--- src/rtl/if_fetch_sequencer.sv ---
`default_nettype none
// ============================================================================
// Module   : if_fetch_sequencer
// Purpose  : IF-stage sequencer for a variable-latency imem: PC enable,
//            IF/ID write/flush, one-word skid buffer, fetch timeout.
// Revision : 1.0
// ============================================================================
module if_fetch_sequencer #(
    parameter int MAX_WAIT = 15
) (
    input  logic        clk,
    input  logic        rst_n,
    output logic        o_imem_req,
    input  logic        i_imem_ack,
    input  logic [31:0] i_imem_rdata,
    input  logic        i_stall,
    input  logic        i_redirect,
    input  logic        i_halt,
    output logic        o_pc_enable,
    output logic        o_ifid_write,
    output logic        o_ifid_flush,
    output logic [31:0] o_ifid_instr,
    output logic        o_halted,
    output logic        o_fetch_err
);

    localparam int CW = $clog2(MAX_WAIT + 1);
    localparam logic [CW-1:0] c_LAST_WAIT = CW'(MAX_WAIT - 1);

    typedef enum logic [2:0] {
        S_IDLE    = 3'd0,
        S_FETCH   = 3'd1,
        S_HOLD    = 3'd2,
        S_REISSUE = 3'd3,
        S_HALTED  = 3'd4
    } state_t;

    state_t         r_state;
    state_t         w_state_nxt;
    logic [CW-1:0]  r_cnt;
    logic [31:0]    r_buf;
    logic           r_fetch_err;
    logic           w_capture;
    logic           w_timeout;
    logic           w_cnt_clr;

    // State register, skid buffer, wait counter and sticky error flag.
    always_ff @(posedge clk) begin
        if (!rst_n) begin
            r_state     <= S_IDLE;
            r_cnt       <= '0;
            r_buf       <= 32'd0;
            r_fetch_err <= 1'b0;
        end else begin
            r_state <= w_state_nxt;
            r_cnt   <= w_cnt_clr ? '0 : r_cnt + CW'(1);
            if (w_capture) begin
                r_buf <= i_imem_rdata;
            end
            if (w_timeout) begin
                r_fetch_err <= 1'b1;
            end
        end
    end

    // Counter only runs during un-acked FETCH cycles; held at 0 elsewhere,
    // which gives the clear-on-entry behaviour for free.
    assign w_cnt_clr = (r_state != S_FETCH) || i_imem_ack;

    always_comb begin
        w_state_nxt  = r_state;
        o_pc_enable  = 1'b0;
        o_ifid_write = 1'b0;
        o_ifid_flush = 1'b0;
        o_ifid_instr = 32'd0;
        w_capture    = 1'b0;
        w_timeout    = 1'b0;

        case (r_state)
            S_IDLE: begin
                w_state_nxt = i_halt ? S_HALTED : S_FETCH;
            end

            S_FETCH: begin
                if (i_imem_ack) begin
                    if (i_redirect) begin
                        o_pc_enable  = 1'b1;
                        o_ifid_flush = 1'b1;
                    end else if (i_stall) begin
                        w_capture   = 1'b1;
                        w_state_nxt = S_HOLD;
                    end else begin
                        o_pc_enable  = 1'b1;
                        o_ifid_write = 1'b1;
                        o_ifid_instr = i_imem_rdata;
                        if (i_halt) begin
                            w_state_nxt = S_HALTED;
                        end
                    end
                end else if (i_redirect) begin
                    o_pc_enable  = 1'b1;
                    o_ifid_flush = 1'b1;
                    w_state_nxt  = S_REISSUE;
                end else if (r_cnt == c_LAST_WAIT) begin
                    w_timeout   = 1'b1;
                    w_state_nxt = S_HALTED;
                end
            end

            S_HOLD: begin
                if (i_redirect) begin
                    o_pc_enable  = 1'b1;
                    o_ifid_flush = 1'b1;
                    w_state_nxt  = S_FETCH;
                end else if (!i_stall) begin
                    o_pc_enable  = 1'b1;
                    o_ifid_write = 1'b1;
                    o_ifid_instr = r_buf;
                    w_state_nxt  = i_halt ? S_HALTED : S_FETCH;
                end
            end

            S_REISSUE: begin
                if (i_redirect) begin
                    o_pc_enable  = 1'b1;
                    o_ifid_flush = 1'b1;
                    w_state_nxt  = S_FETCH;
                end else begin
                    w_state_nxt = i_halt ? S_HALTED : S_FETCH;
                end
            end

            S_HALTED: begin
                w_state_nxt = S_HALTED;
            end

            default: begin
                w_state_nxt = S_IDLE;
            end
        endcase
    end

    assign o_imem_req  = (r_state == S_FETCH);
    assign o_halted    = (r_state == S_HALTED);
    assign o_fetch_err = r_fetch_err;

endmodule
`default_nettype wire

--- config.mk ---
export PLATFORM = sky130hd
export DESIGN_NAME = if_fetch_sequencer
export DESIGN_NICKNAME = d
export VERILOG_FILES = /design/src/rtl/if_fetch_sequencer.sv
export SDC_FILE = /design/constraint.sdc
export NUM_CORES = 1
export LEC_CHECK = 0
export CAP_MARGIN = 10
export CORE_ASPECT_RATIO = 0.5
export CORE_MARGIN = 3
export CORE_UTILIZATION = 45
export DETAILED_ROUTE_END_ITERATION = 8
export HOLD_SLACK_MARGIN = 0.05
export PLACE_DENSITY_LB_ADDON = 0.12
export SYNTH_ARGS = -nofsm -noshare
export SYNTH_HDL_FRONTEND = slang
export SYNTH_SLANG_ARGS = --single-unit
--- constraint.sdc ---
create_clock -name clk -period 1.8 [get_ports clk]
set_input_delay 0.27 -clock clk [delete_from_list [all_inputs] [get_ports clk]]
set_output_delay 0.27 -clock clk [all_outputs]
set_load 0.02 [all_outputs]
Word-level counts from Yosys, hierarchy flattened
Cells that the tools add are included.
{ "totals": {"regBits": 40, "input_bits": 38, "output_inout_bits": 38, "wordCells": 55} }
{ "op_classes": {"add_sub_neg": 1, "n_eq_ne": 10, "mux": 34, "bitwise": 1, "n_reduce_logical": 5} }
{ "op_table": {"columns": ["op", "count"], "rows": [
  ["two-way mux 32 bit", 5],
  ["one-hot mux 32 bit (2 select lines)", 1],
  ["two-way mux 3 bit", 10],
  ["two-way mux 1 bit", 15],
  ["one-hot mux 3 bit (5 select lines)", 1],
  ["== test 3 x 2 -> 1 bit, second input constant", 2],
  ["inequality test 3 bit, second input constant", 2],
  ["adder 4 x 1 -> 4 bit, second input constant", 1],
  ["== test 4 bit, second input constant", 1],
  ["inequality test 4 x 1 -> 1 bit, second input constant", 1],
  ["inequality test 4 x 2 -> 1 bit, second input constant", 1],
  ["AND reduction 4 bit", 1],
  ["== test 3 x 1 -> 1 bit, second input constant", 1],
  ["== test 3 bit, second input constant", 1],
  ["logical NOT 3 bit", 1],
  ["inequality test 3 x 1 -> 1 bit, second input constant", 1],
  ["one-hot mux 1 bit (3 select lines)", 1],
  ["OR reduction 3 bit", 1],
  ["one-hot mux 1 bit (2 select lines)", 1],
  ["OR reduction 2 bit", 1],
  ["logical OR 1 bit", 1],
  ["inverter 1 bit", 1]
]} }

Depth between registers and ports, before layout
{ "depth": {"ltp_word": 5, "ltp_mapped": 7, "depth_no_buf": 5} }

Worst setup path before layout
No wires, ideal clock.
{ "synth_path": {"kind": "register to output", "startpoint": "register r_state[0]", "endpoint": "output o_ifid_write", "arrival_ns": 1.426, "required_ns": 1.530, "setup_slack_ns": 0.104, "stages_incl_launch_ff": 7, "n_path_buf": 3, "path_cell_list": "dfxtp_1 > buf_6 > nor2b_1 > buf_6 > buf_2 > nand2_1 > a21boi_0"} }
{ "synth_between": {"elab_chain_cells": 2, "elab_cells_between_ends": 3, "cone_classes": "eq/ne: 2; mux: 1"} }
{ "synth_lines": {"columns": ["element", "line", "text"], "rows": [
  ["start, declared", "38", "state_t r_state;"],
  ["start signal, assigned", "55", "r_state <= w_state_nxt;"],
  ["== test 3 x 2 -> 1 bit / == test 3 x 1 -> 1 bit (equally long branches)", "79", "case (r_state)"],
  ["one-hot mux 1 bit (2 select lines) (*)", "79", null],
  ["end, declared", "20", "output logic o_ifid_write,"]
]} }
Mark *: on every way between the ends. The rest lies on a longest branch, timed or not.

Final worst setup path
{ "layout_path": {"startpoint": "register r_state[2]", "endpoint": "output o_ifid_instr[11]"} }
{ "layout_between": {"elab_chain_cells": 2, "elab_cells_between_ends": 3, "cone_classes": "eq/ne: 2; mux: 1"} }
{ "layout_lines": {"columns": ["element", "line", "text"], "rows": [
  ["== test 3 x 2 -> 1 bit / == test 3 x 1 -> 1 bit (equally long branches)", "79", null],
  ["one-hot mux 32 bit (2 select lines) (*)", "79", null],
  ["end, declared", "22", "output logic [31:0] o_ifid_instr,"]
]} }
Marks and branches as above.

==> metrics.yaml <==
power_mw: 1.96
holdWs_ns: 0.469
syn_avg_cell_area_um2: 8.70
post_dp_cell_area_mm2: 0.00303
fin_area_mm2: 0.00333
critical_path.cell_chain: "buf_6 > nor4_4 > buf_6 > buf_8 > buf_6 > a22o_1 > buf_6"
synth_top_cell_by_area: "dfxtp_1"
ir_drop_v: 0.000430
num_vias: 2285
hold_viol: 0
crit_fanout: 6
p_leak_nw: 1.27
min_from: "r_cnt[0]$_SDFF_PP0_"
violations: "setup timing"
die_w_um: 105
drt_iter0_markers: 66
worstReg2RegStart: "r_state[1]$_SDFFE_PN0P_"
start_util_pct: 48.2
core_mm2: 0.00453
num_rows: 17
cts_root_buf: "clkbuf_8"
setup_viol: 32
wl_um: 6680
htreeDepth: 2
yosys_warnings: 0
hold_path.class: "reg2reg"
clk_path_buf_depth: 2
syn_inst: 251
numPortBuffers: 75
antenna_found_initial: 0
met3_usage_pct: 6.65
cts_sinks: 40
grt_busiest_layer: "met2"
via_per_inst: 5.66
area_growth_pct: 52.2
syn_area_mm2: 0.00218
outcome: "finished with violations"
grtUsageMet1_pct: 26.7
slew_headroom_pct: 75.9
synth_ff_type: "dfxtp_1"
max_freq_mhz: 516
grt_use_total_pct: 23.0
crit_type: "reg2out"
post-place-ws_ns: -0.653
grt_max_degree: 34
tightest_slew_ns: 0.362
die_area_mm2: 0.00578
tritoncts: "built"
clk_latency_ns: 0.30
route.detailed.drc: 0
finClkSkew_ns: 0.00535
tns_ns: -2.22
grt_pass1_vias: 2372
ys_types: 36
synth_top_area_share_pct: 36.7
drive_gt1_share_pct: 25.7
worstSetupStartpoint: "r_state[2]$_SDFFE_PN0P_"
dr.pass1.iters: 4
fin_util_pct: 73.4
cpMostUsedCell: "buf_6"
finalWorstSetupSlack_ns: -0.137
syn_nets: 291
drtAntennaViolNets: 0
ys_seq_area_share_pct: 36.7
p_per_area_mw_per_mm2: 591
grt_pass1_wl_um: 11000
ys_ff_latch: 40
numCtsBuffers: 5
min_period_over_period_pct: 108
fin_nets: 377
min_period_ns: 1.94
use_met2_pct: 41.3
gp_congestion: 0.806
critPathMaxStageDelay_ns: 0.37
layout_common_cells: "38 x buf_6, 38 x dfxtp_1, 36 x clkdlybuf4s50_1"
r2r_slack_ns: 0.17
wl_per_cell_um: 16.5
hpwlAfterDp_um: 4370
synth_edf_count: 0
crit_arrival_ns: 1.67
maxCapViolations: 0
diodes: 0
slowest_stage: "dfxtp_4"
placedCellCount: 386
fill_cells: 362
path_clk_slew_ns: 0.08
critical_path_required_ns: 1.53
synthArstFlopShare_pct: 0
dieHeight_um: 55.3
final-max-slew-violation-count: 0
ys_top_cells_by_area: "dfxtp_1 37%, a22o_1 13%, a21boi_1 10%"
endpoint_kind: "primary output"
grt_overflow: 0
rsz0062_at_grt: "yes"
cp-start-kind: "register"
layout.cells.non_filler: 404
pin_count: 76
-- power breakdown --
part / switching (mW) / total (mW) / internal (mW) / leakage (nW)
clock: 0.331 / 0.601 / 0.270 / 0.0479
combinational: 0.228 / 0.444 / 0.216 / 0.902
sequential: 0.0150 / 0.919 / 0.904 / 0.324
-- metal layers --
metal / vias to the layer above / wire length, µm
li1: 1106 / -
met1: 1095 / 2770
met2: 73 / 3330
met3: 11 / 510
met4: 0 / 72
met5: - / 0
-- synthesized netlist by cell type, types with 2 or more instances --
| library cell | n |
|---|---|
| o21bai_1 | 2 |
| o31ai_1 | 2 |
| o21ai_0 | 33 |
| a22o_1 | 33 |
| nand3_1 | 34 |
| clkbuf_1 | 12 |
| ha_1 | 2 |
| nor2b_1 | 2 |
| nand2b_1 | 5 |
| dfxtp_1 | 40 |
| a21boi_0 | 3 |
| nand2_1 | 2 |
| and2_1 | 2 |
| or2_2 | 2 |
| a221oi_1 | 2 |
| nor2_1 | 10 |
| buf_2 | 11 |
| a21oi_1 | 2 |
| buf_6 | 6 |
| a21boi_1 | 30 |
-- worst max-delay path: cells and delay by family, from the launching register on --
kind,cells,cell delay (ns)
compound gates,1,0.14
buf+inv,5,0.66
flops,1,0.37
simple gates,1,0.21
-- repair_timing --
item,in CTS,in global routing
setup buffers,6,1
cloned,3,1
hold buffers,0,0
hold endpoints to repair,0,0
resized for setup,193,39
pin swaps,6,9
setup endpoints to repair,37,35
-- flip-flops by register name (all words and copies together) (netlist names) --
name         flops
r_state          3
r_cnt            4
r_buf           32
o_fetch_err      1
-- path summary, 6_finish.rpt --
kind	end	cells after the start
setup / recovery	o_ifid_instr[11]	7
hold reg to reg	r_cnt[0]$_SDFF_PP0_	1
setup reg to reg	r_state[2]$_SDFFE_PN0P_	5
hold / removal	r_cnt[0]$_SDFF_PP0_	1
-- cell families after synthesis --
| kind of cell | Yosys count | synth area share [%] |
|---|---|---|
| AO/OA/AOI/OAI | 111 | 36.4 |
| XOR/XNOR | 2 | 0.802 |
| adder cells (fa/ha/maj) | 2 | 1.15 |
| buffers and inverters | 30 | 7.85 |
| flip-flops | 40 | 36.7 |
| AND/OR/NAND/NOR | 66 | 17.1 |
-- layout make-up --
type	instances	area, µm²	area share [%]
Inverter	1	3.75	0.113
Tap cell	66	82.6	2.48
Sequential cell	40	806	24.2
Timing Repair Buffer	108	1100	33.0
Clock buffer	5	68.8	2.07
Clock inverter	3	18.8	0.564
Multi-Input combinational cell	181	1250	37.5
Note: power is estimated with default switching activity, not from simulation.
